### config.mk
export PLATFORM = sky130hd
export DESIGN_NAME = mem_port_arbiter_flat
export DESIGN_NICKNAME = d
export VERILOG_FILES = /design/src/rtl/mem_port_arbiter_pkg.sv /design/src/rtl/mem_port_arbiter_if.sv /design/src/rtl/mem_port_arbiter_rr_pick2.sv /design/src/rtl/mem_port_arbiter.sv /design/src/flat_wrapper.sv
export SDC_FILE = /design/constraint.sdc
export NUM_CORES = 1
export LEC_CHECK = 0
export CORE_AREA = 2 2 109 111
export CTS_CLUSTER_DIAMETER = 30
export CTS_CLUSTER_SIZE = 28
export DETAILED_ROUTE_END_ITERATION = 6
export DIE_AREA = 0 0 111 113
export HOLD_SLACK_MARGIN = 0.12
export PLACE_DENSITY = 0.95
export SLEW_MARGIN = 20
export SYNTH_ARGS = -nofsm -noshare
export SYNTH_HDL_FRONTEND = slang
export SYNTH_SLANG_ARGS = --single-unit
### constraint.sdc
create_clock -name clk -period 2.9 [get_ports clk]
set_input_delay 0.725 -clock clk [delete_from_list [all_inputs] [get_ports clk]]
set_output_delay 0.725 -clock clk [all_outputs]
set_load 0.05 [all_outputs]
### src/rtl/mem_port_arbiter_pkg.sv
// Shared definitions for the two-port memory arbiter: FSM state encodings
// and requester port identifiers.
package mem_arb_pkg;

  typedef enum logic [1:0] {
    IDLE   = 2'd0,
    ACCESS = 2'd1,
    RESP   = 2'd2
  } state_e;

  localparam logic PORT_CPU    = 1'b0;
  localparam logic PORT_CRYPTO = 1'b1;

endpackage

### src/rtl/mem_port_arbiter_if.sv
// Bundle of requester handshakes and the external memory port around the arbiter.
// slave = arbiter side, master = requesters plus memory model side.
interface mem_port_arbiter_if #(
  parameter int AW = 32,
  parameter int DW = 32
);
  logic          m0_read;
  logic          m0_write;
  logic [AW-1:0] m0_addr;
  logic [DW-1:0] m0_wdata;
  logic          m0_done;

  logic          m1_read;
  logic          m1_write;
  logic [AW-1:0] m1_addr;
  logic [DW-1:0] m1_wdata;
  logic          m1_done;

  logic [DW-1:0] rdata;
  logic          owner;

  logic          mem_read;
  logic          mem_write;
  logic [AW-1:0] mem_addr;
  logic [DW-1:0] mem_wdata;
  logic [DW-1:0] mem_rdata;
  logic          mem_done;

  modport slave (
    input  m0_read, m0_write, m0_addr, m0_wdata,
    input  m1_read, m1_write, m1_addr, m1_wdata,
    input  mem_rdata, mem_done,
    output m0_done, m1_done, rdata, owner,
    output mem_read, mem_write, mem_addr, mem_wdata
  );

  modport master (
    output m0_read, m0_write, m0_addr, m0_wdata,
    output m1_read, m1_write, m1_addr, m1_wdata,
    output mem_rdata, mem_done,
    input  m0_done, m1_done, rdata, owner,
    input  mem_read, mem_write, mem_addr, mem_wdata
  );
endinterface

### src/rtl/mem_port_arbiter_rr_pick2.sv
// Two-way round-robin winner select; the port that did not win last time
// takes a tie. Purely combinational, the last-grant register lives in the parent.
module rr_pick2 (
  input  logic req0,
  input  logic req1,
  input  logic last,
  output logic gnt_vld,
  output logic gnt_id
);
  always_comb begin
    gnt_vld = req0 | req1;
    if (req0 && req1) gnt_id = ~last;
    else              gnt_id = req1;
  end
endmodule

### src/rtl/mem_port_arbiter.sv
// Shares one external memory port between the CPU (port 0) and the crypto
// engine (port 1); grants are held for a whole transaction.
module mem_port_arbiter
  import mem_arb_pkg::*;
#(
  parameter int AW = 32,
  parameter int DW = 32
) (
  input  logic clk,
  input  logic rst,
  mem_port_arbiter_if.slave bus
);

  state_e        state_q, state_d;
  logic          last_q, last_d;
  logic          owner_q, owner_d;
  logic          mem_read_q, mem_read_d;
  logic          mem_write_q, mem_write_d;
  logic [AW-1:0] mem_addr_q, mem_addr_d;
  logic [DW-1:0] mem_wdata_q, mem_wdata_d;
  logic [DW-1:0] rdata_q, rdata_d;
  logic          m0_done_q, m0_done_d;
  logic          m1_done_q, m1_done_d;

  logic req0, req1, gnt_vld, gnt_id;
  logic win_read, win_write;

  assign req0 = bus.m0_read | bus.m0_write;
  assign req1 = bus.m1_read | bus.m1_write;

  rr_pick2 u_pick (
    .req0    (req0),
    .req1    (req1),
    .last    (last_q),
    .gnt_vld (gnt_vld),
    .gnt_id  (gnt_id)
  );

  assign win_read  = (gnt_id == PORT_CRYPTO) ? bus.m1_read  : bus.m0_read;
  assign win_write = (gnt_id == PORT_CRYPTO) ? bus.m1_write : bus.m0_write;

  always_comb begin
    state_d     = state_q;
    last_d      = last_q;
    owner_d     = owner_q;
    mem_read_d  = mem_read_q;
    mem_write_d = mem_write_q;
    mem_addr_d  = mem_addr_q;
    mem_wdata_d = mem_wdata_q;
    rdata_d     = rdata_q;
    m0_done_d   = 1'b0;
    m1_done_d   = 1'b0;
    unique case (state_q)
      IDLE: begin
        if (gnt_vld) begin
          mem_addr_d  = (gnt_id == PORT_CRYPTO) ? bus.m1_addr  : bus.m0_addr;
          mem_wdata_d = (gnt_id == PORT_CRYPTO) ? bus.m1_wdata : bus.m0_wdata;
          // A requester asserting both strobes gets a read.
          mem_read_d  = win_read;
          mem_write_d = win_write & ~win_read;
          owner_d     = gnt_id;
          last_d      = gnt_id;
          state_d     = ACCESS;
        end
      end
      ACCESS: begin
        if (bus.mem_done) begin
          mem_read_d  = 1'b0;
          mem_write_d = 1'b0;
          if (mem_read_q) rdata_d = bus.mem_rdata;
          if (owner_q == PORT_CRYPTO) m1_done_d = 1'b1;
          else                        m0_done_d = 1'b1;
          state_d = RESP;
        end
      end
      // Requests are not looked at here, so the owner's stale request
      // (still high while it sees done) cannot be re-granted.
      RESP:    state_d = IDLE;
      default: state_d = IDLE;
    endcase
  end

  always_ff @(posedge clk) begin
    if (rst) begin
      state_q     <= IDLE;
      last_q      <= 1'b1;
      owner_q     <= 1'b0;
      mem_read_q  <= 1'b0;
      mem_write_q <= 1'b0;
      mem_addr_q  <= '0;
      mem_wdata_q <= '0;
      rdata_q     <= '0;
      m0_done_q   <= 1'b0;
      m1_done_q   <= 1'b0;
    end else begin
      state_q     <= state_d;
      last_q      <= last_d;
      owner_q     <= owner_d;
      mem_read_q  <= mem_read_d;
      mem_write_q <= mem_write_d;
      mem_addr_q  <= mem_addr_d;
      mem_wdata_q <= mem_wdata_d;
      rdata_q     <= rdata_d;
      m0_done_q   <= m0_done_d;
      m1_done_q   <= m1_done_d;
    end
  end

  assign bus.mem_read  = mem_read_q;
  assign bus.mem_write = mem_write_q;
  assign bus.mem_addr  = mem_addr_q;
  assign bus.mem_wdata = mem_wdata_q;
  assign bus.rdata     = rdata_q;
  assign bus.m0_done   = m0_done_q;
  assign bus.m1_done   = m1_done_q;
  assign bus.owner     = owner_q;

endmodule

### src/flat_wrapper.sv
// flat-port wrapper written by rule: the top's interface ports become plain ports
module mem_port_arbiter_flat import mem_arb_pkg::*;
#(
  parameter int AW = 32,
  parameter int DW = 32
)
  (clk, rst, bus_m0_read, bus_m0_write, bus_m0_addr, bus_m0_wdata, bus_m1_read, bus_m1_write, bus_m1_addr, bus_m1_wdata, bus_mem_rdata, bus_mem_done, bus_m0_done, bus_m1_done, bus_rdata, bus_owner, bus_mem_read, bus_mem_write, bus_mem_addr, bus_mem_wdata);
  mem_port_arbiter_if #(.AW(AW), .DW(DW)) bus_i ();
  input  logic clk;
  input  logic rst;
  input wire logic [$bits(bus_i.m0_read)-1:0] bus_m0_read;
  input wire logic [$bits(bus_i.m0_write)-1:0] bus_m0_write;
  input wire logic [$bits(bus_i.m0_addr)-1:0] bus_m0_addr;
  input wire logic [$bits(bus_i.m0_wdata)-1:0] bus_m0_wdata;
  input wire logic [$bits(bus_i.m1_read)-1:0] bus_m1_read;
  input wire logic [$bits(bus_i.m1_write)-1:0] bus_m1_write;
  input wire logic [$bits(bus_i.m1_addr)-1:0] bus_m1_addr;
  input wire logic [$bits(bus_i.m1_wdata)-1:0] bus_m1_wdata;
  input wire logic [$bits(bus_i.mem_rdata)-1:0] bus_mem_rdata;
  input wire logic [$bits(bus_i.mem_done)-1:0] bus_mem_done;
  output wire logic [$bits(bus_i.m0_done)-1:0] bus_m0_done;
  output wire logic [$bits(bus_i.m1_done)-1:0] bus_m1_done;
  output wire logic [$bits(bus_i.rdata)-1:0] bus_rdata;
  output wire logic [$bits(bus_i.owner)-1:0] bus_owner;
  output wire logic [$bits(bus_i.mem_read)-1:0] bus_mem_read;
  output wire logic [$bits(bus_i.mem_write)-1:0] bus_mem_write;
  output wire logic [$bits(bus_i.mem_addr)-1:0] bus_mem_addr;
  output wire logic [$bits(bus_i.mem_wdata)-1:0] bus_mem_wdata;
  assign bus_i.m0_read = bus_m0_read;
  assign bus_i.m0_write = bus_m0_write;
  assign bus_i.m0_addr = bus_m0_addr;
  assign bus_i.m0_wdata = bus_m0_wdata;
  assign bus_i.m1_read = bus_m1_read;
  assign bus_i.m1_write = bus_m1_write;
  assign bus_i.m1_addr = bus_m1_addr;
  assign bus_i.m1_wdata = bus_m1_wdata;
  assign bus_i.mem_rdata = bus_mem_rdata;
  assign bus_i.mem_done = bus_mem_done;
  assign bus_m0_done = bus_i.m0_done;
  assign bus_m1_done = bus_i.m1_done;
  assign bus_rdata = bus_i.rdata;
  assign bus_owner = bus_i.owner;
  assign bus_mem_read = bus_i.mem_read;
  assign bus_mem_write = bus_i.mem_write;
  assign bus_mem_addr = bus_i.mem_addr;
  assign bus_mem_wdata = bus_i.mem_wdata;
  mem_port_arbiter #(.AW(AW), .DW(DW)) u_core (.clk(clk), .rst(rst), .bus(bus_i));
endmodule
Word level (Yosys, flattened, before mapping)
Index checks and enable logic that the tools add are counted.

Bits of input ports: 167. Register bits after elaboration: 104. Word-level logic and storage cells: 44. Output and inout port bits: 101.

Muxes and demuxes: 15. Reductions and logical operators: 8. Bitwise logic cells: 8. Equality and inequality tests: 3.

Operators with widths (number): $mux W32 (2); $mux W1 (8); $reduce_and A3 Y1 (2); $mux W2 (2); $not A1 Y1 (4); $pmux W1 S2 (2); $pmux W2 S2 (1); $reduce_and A2 Y1 (2); $or A1 B1 Y1 (3); $reduce_or A3 Y1 (1); $eq A2 B1 Y1 const B (1); $logic_not A2 Y1 (1); $ne A2 B1 Y1 const B (1); $ne A2 B2 Y1 const B (1); $reduce_bool A2 Y1 (1); $and A1 B1 Y1 (1); $logic_and A1 B1 Y1 (1).

Longest topological paths before layout
Gate-level depths: netlist of the first run.

Word-level depth: 8. Depth in mapped cells: 6. Gate-level depth less buffers: 4.

Hierarchy
From an unflattened synthesis of the first run, not the netlist that was laid out.

Cells, all modules: 459. Area total of the unflattened synthesis: 4286.6 sq um.

Modules (own cells, without submodules): mem_port_arbiter (seq. area each 2082.0 sq um, times used 1, cells each 457, area each 4272.8 sq um); rr_pick2 (seq. area each 0.0 sq um, times used 1, cells each 2, area each 13.8 sq um).

Least setup slack after synthesis of the first run
No wires, ideal clock.

Path kind: input -> register. Start: input port rst. End: register u_core.mem_wdata_q[10] (netlist: u_core.bus.mem_wdata[10]). Arrival: 1.626 ns. Slack: 1.128 ns. Stages on the path: 4. Cells stage by stage: clkbuf_1 > clkbuf_1 > clkbuf_1 > a211oi_2.

RTL lines: from (decl) (line flat_wrapper.sv:10) `input logic rst;`; to (signal assigned) (line mem_port_arbiter.sv:102) `mem_wdata_q <= mem_wdata_d;`; to (decl) (line mem_port_arbiter.sv:20) `logic [DW-1:0] mem_wdata_q, mem_wdata_d;`.

No word-level cell between the ends.

Final worst setup path of the first run
Start: register u_core.mem_read_q (netlist: u_core.bus.mem_read). End: output port bus_mem_read.

RTL lines: from (decl) (line mem_port_arbiter.sv:17) `logic mem_read_q, mem_read_d;`; from (signal assigned) (line mem_port_arbiter.sv:99) `mem_read_q <= mem_read_d;`; to (decl) (line flat_wrapper.sv:25) `output wire logic [$bits(bus_i.mem_read)-1:0] bus_mem_read;`.

No word-level cell between the ends.

==> results of run 1 <==
## cells in the final DEF, fill, tap and decap left out
master and n:
nand2b_4 1, bufinv_16 2, a21oi_1 49, o21ai_1 1
nand3b_1 1, clkdlybuf4s50_1 266, o41ai_1 1, a22oi_1 1
nor2_1 68, o21ai_4 1, nor2_2 1, a221o_1 1
clkbuf_8 1, dfxtp_1 104, clkinvlp_4 2, a211oi_2 64
clkinv_4 2, nand2_1 129, clkbuf_16 9, o21a_4 1
or2_2 1, inv_1 1, nand3_1 1, or3b_2 1
buf_4 5, o21ai_0 1, buf_12 9, nand2b_1 1
a21oi_2 50, nor3_2 1, nor3_1 1, and2_1 1
nand4b_1 1, nor4_2 1
## flip-flops by register name (all words and copies together) (netlist names)
signal and count:
u_core.bus.mem_addr 32, u_core.bus.mem_wdata 32, u_core.bus.rdata 32, u_core.state_q 2
u_core.bus.m0_done 1, u_core.bus.m1_done 1, u_core.bus.mem_read 1, u_core.bus.mem_write 1
u_core.bus.owner 1, u_core.last_q 1
## path summary, 6_finish.rpt
kind,to,cells past startpoint
max,bus_mem_read,1
min,u_core.bus.rdata[29],2
max reg2reg,u_core.bus.rdata[10],4
min reg2reg,u_core.bus.rdata[29],2
## through the flow
stage	hold slack, ps	cell area [µm²]	std cells
after floorplan	490.7	4711	531
after global placement	440.4	7532	907
after detailed placement	446.2	7532	907
after CTS	454.7	7864	923
after global routing	465.0	7864	923
final	454.3	7864	923
## worst reg2reg max path, delay by kind of cell (launching register included)
kind            cells  cell delay, ps
compound gates      1              80
flops               1             360
simple gates        3            1070
## cell families after synthesis
logic type,share of synthesized area (%)
simple gates,17.42
compound gates,32.62
flops,44.20
buf+inv,5.763
## per-layer routing
metal	wire (µm)	vias up
li1	-	2294
met5	0	-
met2	7541	208
met3	1268	28
met4	359	0
met1	6241	2261
## power by group through the flow
stage / sequential (mW) / combinational, mW / clock [mW]
2_1_floorplan: 2.11 / 0.593 / 0
3_3_place_gp: 1.66 / 1.65 / 0
3_5_place_dp: 1.67 / 1.68 / 0
4_1_cts: 1.64 / 1.68 / 1.35
5_1_grt: 1.65 / 1.76 / 1.41
6_report: 1.64 / 1.68 / 1.33
## final cells by class
type | count | share of cell area, %
clock inverters | 6 | 1.177
multi-input cells | 379 | 30.36
flip-flops and latches | 104 | 26.48
repair buffers | 280 | 36.63
well taps | 143 | 2.275
inverters | 1 | 0.04773
clock buffers | 10 | 3.039
==> summary.md, run 1 <==
| Metric | Value |
|---|---|
| Area delta synth->final | `66.93%` |
| Postcts setup bufs | `0` |
| Internal | `3.023 mW` |
| Worst-margin pin slew | `770.5 ps` |
| Met1 usage | `26.15%` |
| Most Used Layer, Global Route | `met2` |
| Top delay family on crit path | `buffers and inverters` |
| Commonest cells post-synth | `nand2_1, dfxtp_1, nor2_1` |
| Most frequent cell after synthesis | `nand2_1` |
| Sw Share | `34.95%` |
| Initial Util | `41.79%` |
| # rows | `39` |
| CP Buf/Inv Count | `1` |
| Final Hold Fails | `0` |
| MaxCap Viol Count | `0` |
| CTS Buffer Depth | `2` |
| Slew headroom | `48.44%` |
| Synth cell types | `28` |
| Iter 0 DRT Violations | `262` |
| Number of fill cells | `790` |
| Hold path start | `u_core.bus.rdata[29]` |
| Share of layout cells above drive strength 1 | `19.49%` |
| First-pass GRT wire length | `24010 µm` |
| Power Total | `4.647 mW` |
| Setup TNS | `0 ps` |
| Synth top area share | `44.20%` |
| Crit path launch | `u_core.bus.mem_read` |
| Final routed DRC violation total | `0` |
| Reg power frac | `35.3%` |
| Post-route setup slack | `607.4 ps` |
| H-tree levels | `3` |
| Startpoint Class | `flop` |
| Final RePlAce weighted congestion | `0.8303` |
| Nets | `942` |
| Root Buffer | `clkbuf_16` |
| Ant. Diodes | `0` |
| Maximum VDD drop | `360.7 µV` |
| Synthesized area | `4711 µm²` |
| Pwr/cell area | `590.9 nW/µm²` |
| Cts hold-fix bufs | `0` |
| Main synth FF type | `dfxtp_1` |
| Yosys reg bits | `104` |
| Pleak | `2.825 nW` |
| TritonCTS clock tree | `yes` |
| Logic pwr share | `36.1%` |
| Syn_nets | `698` |
| GRT Total Usage | `23.57%` |
| Remaining global-route overflow | `0` |
| Slowest cell on crit path | `clkdlybuf4s50_1` |
| Routed via count | `4791` |
| Clock power share | `28.6%` |
| RSZ-0062 raised after global routing | `false` |
| Die Area | `12540 µm²` |
| Max Clock Freq | `436.2 MHz` |
| Min Tclk post-route | `2293 ps` |
| Launching point of the worst reg2reg path | `u_core.state_q[1]` |
| R2R setup slack | `1250 ps` |
| Die width | `111 µm` |
| Crit. End Element | `primary output` |
| Mean number of vias per cell | `5.191` |
| Tcrit/Tclk final | `79.06%` |
| Core Region | `11270 µm²` |
| Syn Area/Cell | `8.872 µm²` |
| Register area share after synthesis | `44.20%` |
| Crit path required time | `2170 ps` |
| Outcome | `finished clean` |
| Register area | `2082 µm²` |
| Worst EP arrival | `1570 ps` |
| Pins Over Slew Limit | `0` |
| Core Util, Final | `69.76%` |
| Highest cell delay on the worst timing path | `840 ps` |
| Worst slack, placed | `268.7 ps` |
| Synth area leader | `dfxtp_1` |
| Die Span Y | `113 µm` |
| Largest net degree at the start of global routing | `66` |
| Final WL | `15410 µm` |
| P_sw | `1.624 mW` |
| DR pass1 iterations | `4` |
| Ports | `268` |
| Initial antenna violation count | `0` |
| Clock skew | `8.402 ps` |
| Hold Crit Class | `flop to flop` |
| IO Port Bufs | `267` |
| Multi-input logic area | `2387 µm²` |
| Final setup viols | `0` |
| WL/cell | `16.70 µm` |
| Clk pin slew, worst setup/hold paths | `70 ps` |
| CP Class | `flop to primary output` |
| CTS buffer count | `9` |
| Async SR Flop Fraction | `0%` |
| Vias in the first global route | `4904` |
| Antenna viol nets, final | `0` |
| Max Fanout on Critical Path | `3` |
| GR Util met2 | `42.41%` |
| Post-cts resize count | `0` |
| Clock Latency Late Sink | `340 ps` |
| Clock sinks | `104` |
| Synth top area cells | `dfxtp_1, a211oi_2, nand2_1` |
| Met3 Use GR | `7.499%` |
| Yosys warns | `0` |
| Post-Syn Instances | `531` |
| Sequence of cells on the critical path | `clkdlybuf4s50_1` |
| Hpwl dp | `11250 µm` |
| Number of synthesized flops with an enable pin | `0` |
No activity file was read; power rests on OpenSTA's default activity.
==> run 2: changes to the inputs <==
Settings changed: CORE_AREA 2 2 109 111 to 2 2 120 122, DIE_AREA 0 0 111 113 to 0 0 122 124, PLACE_DENSITY 0.95 to 0.87.
Clock period 2.9 ns to 1.9 ns, I/O delays scaled along.
==> run 2 against run 1 <==
  * Highest routed layer unchanged
  * Count of clock-buffer cells in the layout increased by 4
  * Wire length decreased by 1.1%
  * Flip-flop and latch count stayed put
  * Global-route usage decreased by 4.0 points
  * Core utilization shrank 13 points
  * Non-clock buffer count increased by 22
  * Register-to-register slack lost 820 ps
  * Power up 46%
  * Worst hold slack improved by 1.0 ps
  * Sequential power is 53% higher
  * Largest cell class unchanged
  * Critical path depth up 5
  * Clock power increased by 29%
  * Critical endpoint is now u_core.bus.mem_addr[0]
==> summary.md, run 2 (synthesis results as in run 1) <==
| Metric | Value |
|---|---|
| Outcome | `finished clean` |
| Cts hold-fix bufs | `0 (unchanged)` |
| Postcts setup bufs | `0 (unchanged)` |
| Clock sinks | `104 (unchanged)` |
| Share of layout cells above drive strength 1 | `33.79% (+14 points)` |
| Die width | `122 µm (+9.9%)` |
| Max Fanout on Critical Path | `30 (+27)` |
| Largest net degree at the start of global routing | `34 (-48%)` |
| Mean number of vias per cell | `4.814 (-7.3%)` |
| WL/cell | `15.52 µm (-7.0%)` |
| Crit. End Element | `flop` |
| Startpoint Class | `input port` |
| Nets | `964 (+2.3%)` |
| Non-filler cells, final | `982 (+6.4%)` |
| Most common cell after layout, fill and taps aside | `clkdlybuf4s50_1` |
| H-tree levels | `3 (unchanged)` |
| CTS Buffer Depth | `2 (unchanged)` |
| Final setup viols | `0 (unchanged)` |
| Routed via count | `4727 (-1.3%)` |
| DR pass1 iterations | `4 (unchanged)` |
| Iter 0 DRT Violations | `135 (-48%)` |
| Ports | `268 (unchanged)` |
| Pwr/cell area | `866.4 nW/µm² (+47%)` |
| Clk pin slew, worst setup/hold paths | `70 ps (about the same)` |
| CP Class | `input port to flop` |
| Pins Over Slew Limit | `0 (unchanged)` |
| Worst EP arrival | `2080 ps (+510 ps)` |
| Final WL | `15250 µm (-1.1%)` |
| Ant. Diodes | `0 (unchanged)` |
| Remaining global-route overflow | `0 (unchanged)` |
| Hold slack final | `455.3 ps (+1.003 ps)` |
| Area delta synth->final | `66.29%` |
| Root Buffer | `clkbuf_16` |
| Die Area | `15130 µm² (+21%)` |
| Hold Crit Class | `flop to flop` |
| TritonCTS clock tree | `yes` |
| MaxCap Viol Count | `0 (unchanged)` |
| Antenna viol nets, final | `0 (unchanged)` |
| Final routed DRC violation total | `0 (unchanged)` |
| CTS buffer count | `9 (unchanged)` |
| Crit path required time | `2160 ps (about the same)` |
| Initial Util | `34.34% (-7.5 points)` |
| Maximum VDD drop | `479.6 µV (+33%)` |
| # rows | `43 (+10%)` |
| DP Cell Count | `966 (+6.5%)` |
| Clock Latency Late Sink | `340 ps (about the same)` |
| Post-cts resize count | `0 (unchanged)` |
| Pleak | `3.104 nW (+9.9%)` |
| GRT Total Usage | `19.53% (-4.0 points)` |
| Tcrit/Tclk final | `95.53%` |
| Die Span Y | `124 µm (+9.7%)` |
| RSZ-0062 raised after global routing | `false` |
| Core Region | `13720 µm² (+22%)` |
| Worst-margin pin slew | `542.1 ps (-228.4 ps)` |
| Slew headroom | `63.86% (+15 points)` |
| Final RePlAce weighted congestion | `0.7631 (-8.1%)` |
| Hpwl dp | `11400 µm (+1.4%)` |
| Vias in the first global route | `4593 (-6.3%)` |
| Most frequent cells in the layout | `clkdlybuf4s50_1, nand2_1, buf_4, dfxtp_1, nor2_1` |
| Initial antenna violation count | `0 (unchanged)` |
| Final Hold Fails | `0 (unchanged)` |
| Min Tclk post-route | `1815 ps` |
| IO Port Bufs | `267 (unchanged)` |
| Clock skew | `5.751 ps (-2.650 ps)` |
| Max Clock Freq | `550.9 MHz` |
| First-pass GRT wire length | `23030 µm (-4.1%)` |
==> run 2: cell types whose count changed in the layout (fill, tap and decap cells not counted) <==
cell             delta
buf_12              +5
buf_4             +118
bufinv_16           -2
clkbuf_1            +4
clkdlybuf4s50_1   -102
clkinv_4            -2
dlymetal6s2s_1      +1
nor4_2              -1
nor4_4              +1
==> run 2: metal layers <==
metal / track usage (%) / vias to the layer above / part of all wire [%]
met4: 6.537 / 0 / 1.3
met2: 33.62 / 184 / 48
met5: 0 / - / 0
li1: - / 2339 / -
met3: 6.456 / 13 / 9.2
met1: 22.88 / 2191 / 42
==> run 2: stage by stage <==
step / cell area [µm²] / setup TNS [ps] / power (mW) / setup slack, ps / utilization [%]
3_5_place_dp: 7553 / -18980 / 5.134 / -330.6 / 55.06
3_3_place_gp: 7553 / -16870 / 5.101 / -282.1 / 55.06
2_1_floorplan: 4711 / 0 / 4.131 / 333.5 / -
5_1_grt: 7834 / 0 / 7.105 / 9.206 / 57.10
4_1_cts: 7823 / 0 / 6.876 / 43.34 / 57.02
6_report: 7834 / 0 / 6.787 / 84.94 / 57.10
==> run 2: report_power, final <==
group	internal [mW]	leakage, nW	total [mW]	switching (mW)
Clock	0.928	0.123	1.71	0.784
Combinational	1.03	2.12	2.57	1.53
Sequential	2.39	0.857	2.51	0.120
Total	4.35	3.10	6.79	2.44
==> run 2: final timing paths <==
| check | from | endpoint | slack, ps | depth (start not counted) |
|---|---|---|---|---|
| min reg2reg | u_core.bus.rdata[11] | u_core.bus.rdata[11] | 460 | 2 |
| max | bus_m0_write | u_core.bus.mem_addr[0] | 80 | 6 |
| max reg2reg | u_core.state_q[1] | u_core.bus.mem_read | 430 | 4 |
| min | u_core.bus.rdata[11] | u_core.bus.rdata[11] | 460 | 2 |
==> run 2: critical path: stages <==
cell	delay [ps]
clkdlybuf4s50_1	510
nor4_4	320
nand2b_4	240
buf_12	220
a21oi_1	80
a211oi_2	220
==> run 2: layout make-up <==
| cell class | count | area (µm²) |
|---|---|---|
| clock inverter | 2 | 15.01 |
| fill | 1199 | 5886 |
| inverter | 1 | 3.754 |
| tap | 180 | 225.2 |
| multi-input combinational | 379 | 2396 |
| clock buffer | 14 | 254.0 |
| sequential | 104 | 2082 |
| timing repair buffer | 302 | 2858 |
==> run 3: changes to the inputs <==
Settings changed: SETUP_SLACK_MARGIN set to 0.05.
==> run 3 against run 2 <==
  * Largest power group unchanged
  * Sequential power about the same
  * Via count up 1.5%
  * First-iteration DRC count up 26%
==> summary.md, run 3 (synthesis results as in run 1) <==
| Metric | Value |
|---|---|
| Die Area | `15130 µm² (unchanged)` |
| Hpwl dp | `11400 µm (unchanged)` |
| Ant. Diodes | `0 (unchanged)` |
| Nets | `970 (+0.62%)` |
| Share of layout cells above drive strength 1 | `34.65% (+0.86 points)` |
| DR pass1 iterations | `4 (unchanged)` |
| Most frequent cells in the layout | `clkdlybuf4s50_1, nand2_1, buf_4, dfxtp_1, nor2_1` |
| Clock skew | `5.004 ps (-0.7475 ps)` |
| Die width | `122 µm (unchanged)` |
| Slew headroom | `63.68% (-0.18 points)` |
| GRT Total Usage | `19.55% (about the same)` |
| Final WL | `16030 µm (+5.1%)` |
| Pleak | `3.189 nW (+2.7%)` |
| Min Tclk post-route | `1742 ps (-72.86 ps)` |
| Crit. End Element | `flop` |
| CTS Buffer Depth | `2 (unchanged)` |
| Largest net degree at the start of global routing | `34 (unchanged)` |
| RSZ-0062 raised after global routing | `false` |
| DP Cell Count | `966 (unchanged)` |
| Max Clock Freq | `574.0 MHz (+4.2%)` |
| Final Hold Fails | `0 (unchanged)` |
| Most common cell after layout, fill and taps aside | `clkdlybuf4s50_1` |
| Maximum VDD drop | `486.2 µV (+1.4%)` |
| Vias in the first global route | `4595 (+0.044%)` |
| Final Cell Area | `7983 µm² (+1.9%)` |
| Non-filler cells, final | `988 (+0.61%)` |
| CTS buffer count | `9 (unchanged)` |
| Worst EP arrival | `2000 ps (-80 ps)` |
| Clk pin slew, worst setup/hold paths | `70 ps (about the same)` |
| CP Class | `input port to flop` |
| Dpl cell area | `7553 µm² (unchanged)` |
| Core Util, Final | `58.19% (+1.1 points)` |
| Slowest cell on crit path | `clkdlybuf4s50_1` |
| Final routed DRC violation total | `0 (unchanged)` |
| Die Span Y | `124 µm (unchanged)` |
| TritonCTS clock tree | `yes` |
| Pwr/cell area | `862.7 nW/µm² (-0.42%)` |
| Mean number of vias per cell | `4.855 (+0.86%)` |
| Tcrit/Tclk final | `91.69% (-3.8 points)` |
| First-pass GRT wire length | `23060 µm (+0.12%)` |
| Antenna viol nets, final | `0 (unchanged)` |
| Setup TNS | `0 ps (unchanged)` |
| Crit path required time | `2160 ps (about the same)` |
| Area delta synth->final | `69.46%` |
| Clock sinks | `104 (unchanged)` |
| Iter 0 DRT Violations | `170 (+26%)` |
| Core Region | `13720 µm² (unchanged)` |
| Highest cell delay on the worst timing path | `490 ps (-20 ps)` |
| Initial Util | `34.34% (unchanged)` |
| Worst slack, placed | `-330.6 ps (unchanged)` |
| Top delay family on crit path | `buffers and inverters` |
| Routed via count | `4797 (+1.5%)` |
| Final RePlAce weighted congestion | `0.7631 (unchanged)` |
| MaxCap Viol Count | `0 (unchanged)` |
| Initial antenna violation count | `0 (unchanged)` |
| # rows | `43 (unchanged)` |
| IO Port Bufs | `267 (unchanged)` |
| Sequence of cells on the critical path | `clkdlybuf4s50_1, nor4_4, nand2b_4, clkbuf_16, a21oi_2, a211oi_2` |
| H-tree levels | `3 (unchanged)` |
| Final setup viols | `0 (unchanged)` |
| Pins Over Slew Limit | `0 (unchanged)` |
| Post-route setup slack | `157.8 ps (+72.86 ps)` |
| Remaining global-route overflow | `0 (unchanged)` |
| CP Buf/Inv Count | `2 (unchanged)` |
| Worst-margin pin slew | `544.8 ps (+2.635 ps)` |
| Outcome | `finished clean` |
| Startpoint Class | `input port` |
| Max Fanout on Critical Path | `12 (-60%)` |
| Ports | `268 (unchanged)` |
| Clock Latency Late Sink | `340 ps (about the same)` |
| Hold Crit Class | `flop to flop` |
| WL/cell | `16.22 µm (+4.5%)` |
| Root Buffer | `clkbuf_16` |
## run 3: final timing paths
kind                                                 to  cells past startpoint  slack, ps                 start
worst max-delay path            u_core.bus.mem_wdata[1]                      6        160           bus_m1_read
worst max register to register            u_core.last_q                      4        290     u_core.state_q[1]
worst min-delay path               u_core.bus.rdata[11]                      2        450  u_core.bus.rdata[11]
worst min register to register     u_core.bus.rdata[11]                      2        450  u_core.bus.rdata[11]
## run 3: report_power, final
part           internal [mW]  total [mW]  switching, mW
Combinational           1.10        2.66           1.57
Clock                  0.928        1.71          0.785
Sequential              2.39        2.51          0.122
## run 3: layer usage
layer	up-vias	global-route usage (%)	share of wire, %
met4	0	6.537	1.3
li1	2356	-	-
met3	13	6.502	8.7
met1	2242	22.85	42
met2	186	33.69	48
met5	-	0	0
## run 3: final cells by class
| type | count | area, µm² |
|---|---|---|
| Clock inverter | 2 | 15.01 |
| Clock buffer | 14 | 254.0 |
| Fill cell | 1183 | 5737 |
| Inverter | 1 | 3.754 |
| Tap cell | 180 | 225.2 |
| Timing Repair Buffer | 307 | 2985 |
| Sequential cell | 104 | 2082 |
| Multi-Input combinational cell | 380 | 2417 |
## run 3: what timing repair did
item	4_1_cts	5_1_grt
cloned	0	6
endpoints found under the setup margin	2	31
buffers inserted	0	0
endpoints found under the hold margin	0	0
pin swaps	0	1
gates resized for setup	1	9
hold buffers	0	0
## run 3: through the flow
stage	total power [mW]	hold WS, ps
2_1_floorplan	4.131	490.7
3_3_place_gp	5.101	442.0
3_5_place_dp	5.134	446.9
4_1_cts	6.878	456.6
5_1_grt	7.207	475.5
6_report	6.887	454.6
## run 3: worst min-delay path, cell delays in order (launching register included)
cell and delay (ps):
dfxtp_1 310, nand2_1 50, a21oi_1 50
